File: src/rtl/arb_pkg.sv
// Shared definitions for the four-way round-robin arbiter: FSM encodings,
// requester count and priority pointer width.
package arb_pkg;

    typedef enum logic {
        ARB_IDLE  = 1'b0,
        ARB_GRANT = 1'b1
    } arb_state_t;

    localparam int ARB_N     = 4;
    localparam int ARB_PTR_W = 2;

endpackage : arb_pkg

File: src/rtl/rr_pick_4.sv
// Combinational rotating-priority picker: returns the first asserted request
// at or after the start index, wrapping modulo four.
module rr_pick_4
    import arb_pkg::*;
(
    input  logic [ARB_N-1:0]     req,
    input  logic [ARB_PTR_W-1:0] start,
    output logic                 valid,
    output logic [ARB_PTR_W-1:0] idx
);

    logic [ARB_PTR_W-1:0] w_cand;

    // Natural 2-bit wrap of start+i gives the circular search order.
    always_comb begin
        valid  = 1'b0;
        idx    = '0;
        w_cand = '0;
        for (int i = 0; i < ARB_N; i++) begin
            w_cand = start + ARB_PTR_W'(i);
            if (!valid && req[w_cand]) begin
                valid = 1'b1;
                idx   = w_cand;
            end
        end
    end

endmodule : rr_pick_4

File: src/rtl/rr_arbiter_4.sv
// Four-way round-robin arbiter holding a registered grant until done.
// Optional forced release after TIMEOUT grant cycles when ARB_TIMEOUT_EN is defined.
module rr_arbiter_4
    import arb_pkg::*;
#(
    parameter int unsigned TIMEOUT = 15
)
(
    input  logic                 clk,
    input  logic                 rst,
    input  logic [ARB_N-1:0]     req,
    input  logic                 done,
    output logic [ARB_N-1:0]     grant,
    output logic [ARB_PTR_W-1:0] grant_id,
    output logic                 busy,
    output logic                 err
);

    arb_state_t           r_state;
    logic [ARB_PTR_W-1:0] r_ptr;
    logic [ARB_N-1:0]     r_grant;
    logic [ARB_PTR_W-1:0] r_grantId;
    logic                 r_busy;
    logic                 r_err;

    logic [ARB_PTR_W-1:0] w_start;
    logic                 w_valid;
    logic [ARB_PTR_W-1:0] w_idx;
    logic                 w_timeout;
    logic                 w_release;

    if (TIMEOUT < 1) begin : g_timeoutCheck
        $error("rr_arbiter_4: TIMEOUT must be at least 1");
    end

`ifdef ARB_TIMEOUT_EN
    localparam int CNT_W = $clog2(TIMEOUT + 1);
    logic [CNT_W-1:0] r_holdCnt;

    // Counter reads k-1 during the k-th grant cycle, so the release edge ends cycle TIMEOUT.
    always_ff @(posedge clk) begin
        if (rst || r_state == ARB_IDLE || w_release) begin
            r_holdCnt <= '0;
        end else begin
            r_holdCnt <= r_holdCnt + CNT_W'(1);
        end
    end

    assign w_timeout = (r_state == ARB_GRANT) && !done
                       && (r_holdCnt == CNT_W'(TIMEOUT - 1));
`else
    assign w_timeout = 1'b0;
`endif

    assign w_release = (r_state == ARB_GRANT) && (done || w_timeout);
    assign w_start   = (r_state == ARB_GRANT) ? r_grantId + ARB_PTR_W'(1) : r_ptr;

    rr_pick_4 u_pick (
        .req   (req),
        .start (w_start),
        .valid (w_valid),
        .idx   (w_idx)
    );

    always_ff @(posedge clk) begin
        if (rst) begin
            r_state   <= ARB_IDLE;
            r_ptr     <= '0;
            r_grant   <= '0;
            r_grantId <= '0;
            r_busy    <= 1'b0;
            r_err     <= 1'b0;
        end else begin
            r_err <= ((r_state == ARB_IDLE) && done) || w_timeout;
            if (r_state == ARB_IDLE || w_release) begin
                if (w_release) begin
                    r_ptr <= r_grantId + ARB_PTR_W'(1);
                end
                if (w_valid) begin
                    r_state   <= ARB_GRANT;
                    r_grant   <= ARB_N'(1) << w_idx;
                    r_grantId <= w_idx;
                    r_busy    <= 1'b1;
                end else begin
                    r_state   <= ARB_IDLE;
                    r_grant   <= '0;
                    r_grantId <= '0;
                    r_busy    <= 1'b0;
                end
            end
        end
    end

    assign grant    = r_grant;
    assign grant_id = r_grantId;
    assign busy     = r_busy;
    assign err      = r_err;

endmodule : rr_arbiter_4

File: config.mk
export PLATFORM = sky130hd
export DESIGN_NAME = rr_arbiter_4
export DESIGN_NICKNAME = d
export VERILOG_FILES = /design/src/rtl/arb_pkg.sv /design/src/rtl/rr_pick_4.sv /design/src/rtl/rr_arbiter_4.sv
export SDC_FILE = /design/constraint.sdc
export NUM_CORES = 1
export LEC_CHECK = 0
export ABC_CLOCK_PERIOD_IN_PS = 2850
export BUFFER_PORTS_ARGS = -buffer_cell sky130_fd_sc_hd__buf_2
export CORE_MARGIN = 3
export CORE_UTILIZATION = 25
export CTS_CLUSTER_SIZE = 14
export DETAILED_ROUTE_END_ITERATION = 8
export HOLD_SLACK_MARGIN = 0.1
export SYNTH_ARGS = -nofsm -noshare
export SYNTH_HDL_FRONTEND = slang
export SYNTH_SLANG_ARGS = --single-unit
File: constraint.sdc
create_clock -name clk -period 2.85 [get_ports clk]
set_input_delay 0.4275 -clock clk [delete_from_list [all_inputs] [get_ports clk]]
set_output_delay 0.4275 -clock clk [all_outputs]
set_load 0.005 [all_outputs]
# After elaboration in Yosys (flattened, before gate mapping)

Index checks and enable logic that the tools add are counted.

$add $sub $neg: 4
$mul: 0
Div/mod/pow operators: 0
$lt $le $gt $ge: 4
Eq/ne operators: 0
Shift-type cells: 1
Muxes and demuxes: 20
Bitwise operators: 1
Reductions and logical operators: 10

Operator list:

| kind                | count |
|---|---|
| $lt 2x3->1 const B  | 4 |
| $mux 2              | 6 |
| $mux 1              | 9 |
| $bmux 1 s2          | 4 |
| $logic_and 1x1->1   | 5 |
| $add 2x1->2 const B | 2 |
| $add 2x2->2 const B | 2 |
| $mux 4              | 1 |
| $shl 1x2->4 const A | 1 |
| $logic_not 1->1     | 3 |
| $reduce_and 2->1    | 1 |
| $logic_or 1x1->1    | 1 |
| $not 1->1           | 1 |

Bits in registers: 10
Bits in latches: 0
Memory bits (writable): 0
Memory bits (read-only): 0
Input port bits: 7
Word-level logic and storage cells: 45
Memories kept: 0

# Longest topological paths before layout

Depth after elaboration: 16
Mapped depth: 7
Mapped depth without buffers: 6

# Cells and area by module

From an unflattened synthesis, not the netlist that was laid out.

Cell total of the unflattened synthesis: 60
Area total of the unflattened synthesis: 467.9 um2

By module, submodules not included:

| module       | instances | cells each | area an instance (um2) | seq. area each (um2) |
|---|---|---|---|---|
| rr_arbiter_4 | 1         | 45         | 390.4                  | 200.2 |
| rr_pick_4    | 1         | 15         | 77.6                   | 0.0 |

# Worst setup path after synthesis

No wires, ideal clock.

Path kind: reg-to-reg
From: register r_grantId[0] (netlist: grant_id[0])
To: register r_grant[3] (netlist: grant[3])
Setup time: 63 ps
Arrival: 1333 ps
Required time: 2787 ps
Slack: 1454 ps
Stages on the path, launching flop included: 7
Buffers on the path: 1
Cells stage by stage: dfxtp_1 buf_4 maj3_2 a31oi_4 nand2_1 o2bb2a_4 nor2_2

Cells in the longest elaborated chain, start to end: 16

RTL lines:

| what                                                                 | RTL line           | RTL |
|---|---|---|
| start: declaration                                                   | rr_arbiter_4.sv:22 | `logic [ARB_PTR_W-1:0] r_grantId;` |
| start signal: assignment                                             | rr_arbiter_4.sv:82 | `r_grantId <= w_idx;` |
| $add 2x1->2 (*)                                                      | rr_arbiter_4.sv:56 | `assign w_start = (r_state == ARB_GRANT) ? r_grantId + ARB_PTR_W'(1) : r_ptr;` |
| $mux 2 (*)                                                           | rr_arbiter_4.sv:56 |  |
| parallel branches: the longest is 13 deep, another holds $add 2x1->2 | -                  |  |
| $mux 4 (*)                                                           | rr_arbiter_4.sv:79 | `if (w_valid) begin` |
| end signal: assignment                                               | rr_arbiter_4.sv:81 | `r_grant <= ARB_N'(1) << w_idx;` |
| end: declaration                                                     | rr_arbiter_4.sv:21 | `logic [ARB_N-1:0] r_grant;` |

Every way passes the cells marked *. The select of a mux whose other input is x is not followed.
A chain may end at the register's enable or synchronous reset.

==> key figures <==
Synth
  – Cell Area, Synth: ~610 sq um
  – Syn Inst Count: 71
  – Unique cell type count in the Yosys netlist: 34
  – Count of state elements after synthesis: 10
  – Post-Syn Nets: roughly 80
  – Async set or reset register ratio after synthesis: 0%
  – Syn avg cell area: between 8 and 9 sq um
  – Seq/Total Area, Yosys: around 33%
  – Post-synth top flop: dfxtp_1
  – YS warnings: 0
  – Post-synth EDFFs: 0

Route
  – DR WL/cell: roughly 12 um
  – Via density: 4.71
  – Routed Antenna Nets: 0
  – First DRT Iteration DRCs: 8
  – # DRC: 0
  – Via count: 527
  – First-pass iteration count of the detailed router: 4
  – Final WL: 1300 um

Clock network
  – Bufs on Longest Clock Path: 2
  – Clk sinks: 10
  – Setup Fix Bufs, Post-CTS: 0
  – CTS buffer count: 3
  – Clock root buffer: clkbuf_4
  – PostCTS Resize Cnt: 0
  – Clock Pin Slew Worst Setup and Hold Paths: 0.06 ns
  – CTS tree: done
  – Cts hold-fix bufs: 0
  – Clock Latency Late Sink: 0.26 ns
  – CTS H-tree depth: 1

GRT
  – Largest net degree at the start of global routing: 17
  – Vias in the first global route: 526
  – Gr usage total: about a tenth
  – Grt ovf: 0
  – First-pass GRT wire length: around 2300 um
  – Initial antenna violation count: 0

Power
  – Sw frac: 30.1%
  – Comb power frac: 24.1%
  – Peak VDD IR: between 0.2 and 0.3 mV
  – Sequential share of power: 48.5%
  – Clock share of power: 27.5%
  – Net switching power: 0.000103 W
  – LEAKAGE: between 0.2 and 0.3 nW
  – Cell Pwr Density: about 480 mW/mm^2
  – Internal power: around 0.00024 W

Setup path
  – FF-to-FF End: grant[2]
  – Reg2Reg Depth: 5
  – CP Cell Sequence: o21ai_0, o211ai_1, nand4b_1, nand2b_1, a21oi_1
  – Launching point of the worst reg2reg path: busy
  – Critical-path top delay cell: dfxtp_1
  – CP Class: flop to flop
  – Max incr delay on CP: 0.69 ns
  – Flop2flop setup slack: 1.20 ns
  – Crit Path Max Fanout: 16
  – Arrival time worst endpoint: approximately 1.9 ns
  – Critical Path Source Type: flop
  – Critical Path RT: roughly 3.0 ns
  – Crit. End Element: flop

STA
  – Slew margin rel.: 61.2%
  – Pins Over Slew Limit: 0
  – Final Skew: around 0.00065 ns
  – Setup violators final: 0
  – Sum of negative setup slack: 0 ns
  – Fmax: 0.605 GHz
  – Hold Fails Final Rpt: 0
  – Unrepaired setup endpoints after global routing: no
  – Worst Tran Pin Value: 0.581 ns
  – Fin crit period: 1.65 ns
  – Final period utilization: 58.0%

Outcome
  – Status: finished clean

Placement
  – Placed Instances: 109
  – Post-DP Area: a little under 700 sq um
  – Port bufs: 14
  – RePlAce Congestion: 0.788
  – Post-DP HPWL: 966 um

Floorplan
  – Height of the die: 55.5 um
  – Initial Util: 26.9%
  – Die area: between 0.003 and 0.004 sq mm
  – IO Count: 15
  – Chip width: 55.5 um
  – Num rows: 17
  – CORE AREA: 0.00228 sq mm

Final layout
  – Final Util: about a third
  – Net count reported at finish: 93
  – Cell area after layout: 713 sq um
  – Layout cells sized above 1: 32.1%
  – N_diodes: 0
  – Synthesis-to-finish area growth: 16.3%
  – Final Non-Filler Cells: ~110

Hold path
  – Hold endpoint: grant[1]
  – Hold Crit Class: flop to flop
  – Hold depth: 2
  – Hold_sp: grant[1]

Job
  – Max cap viols: 0
-- stage by stage --
stage / power [W] / setup slack (ns) / hold slack (ns)
2_1_floorplan: 0.000228 / 1.45 / 0.453
3_3_place_gp: 0.000251 / 1.23 / 0.441
3_5_place_dp: 0.000252 / 1.22 / 0.444
4_1_cts: 0.000348 / 1.20 / 0.453
5_1_grt: 0.000370 / 1.03 / 0.461
6_report: 0.000342 / 1.20 / 0.451
-- layer usage --
layer / track usage [%] / part of all wire [%] / wire length [um] / vias to the layer above
li1: - / - / - / 275
met5: 0 / 0 / 0 / -
met4: 2.08 / 0 / 0 / 0
met2: 13.2 / 41 / 534 / 12
met1: 12.3 / 53 / 687 / 240
met3: 5.61 / 5.8 / 75 / 0
-- placed cells by master, fill, tap and decap left out, drive strengths merged, types with 2 or more instances in the layout --
cell type	n
nor2b	2
nor2	10
nand3b	3
dfxtp	10
a21oi	9
nor3	2
inv	4
mux2i	2
nand3	2
buf	14
o21ai	2
nand2	6
clkbuf	3
-- power groups by stage --
stage               combinational, W  sequential (W)  clock [W]
detailed placement         0.0000823        0.000169          0
finish                     0.0000823        0.000166  0.0000939
global placement           0.0000819        0.000169          0
global route               0.0000940        0.000168   0.000108
CTS                        0.0000829        0.000166  0.0000990
floorplan                  0.0000661        0.000162          0
-- how the worst max path moves through the flow --
stage                 from  endpoint  cells past startpoint
5_1_grt               busy  grant[2]                      5
4_1_cts               busy  grant[2]                      5
6_report              busy  grant[2]                      5
2_1_floorplan  grant_id[0]  grant[3]                      6
3_3_place_gp        req[3]  grant[3]                      7
3_5_place_dp        req[3]  grant[3]                      7
-- critical path, delay by kind of cell, from the launching register on --
kind	cells	cell delay (ns)
compound gates	3	0.42
flops	1	0.69
simple gates	2	0.49
-- state kept, by name, summed over array words and instances (netlist names) --
register and count:
busy 1, err 1, grant 4, grant_id 2, r_ptr 2
-- Yosys cell counts (2+ instances only) --
cell	n	area [sq um]
nand2_1	6	22.5
nor2_1	9	33.8
nand3b_1	3	22.5
a21oi_1	9	45.0
mux2i_1	2	20.0
inv_1	3	11.3
dfxtp_1	10	200
nand3_1	2	10.0
o21ai_0	2	10.0
-- cell families (layout without fill, tap and decap cells) --
group           after synthesis  in the layout  synth area share [%]
xor+xnor                      1              1                  2.65
mux                           2              2                  3.27
simple gates                 31             31                  28.8
fa+ha+maj                     1              1                  1.84
compound gates               18             18                  23.9
flops                        10             10                  32.7
buf+inv                       8             21                  6.94
-- final cells by class --
cell class	instances	area [sq um]
clock buffer	3	22.5
fill	242	1560
inverter	4	15.0
multi-input combinational	53	370
sequential	10	200
tap	28	35.0
timing repair buffer	14	70.1
No activity file was read; power rests on OpenSTA's default activity.
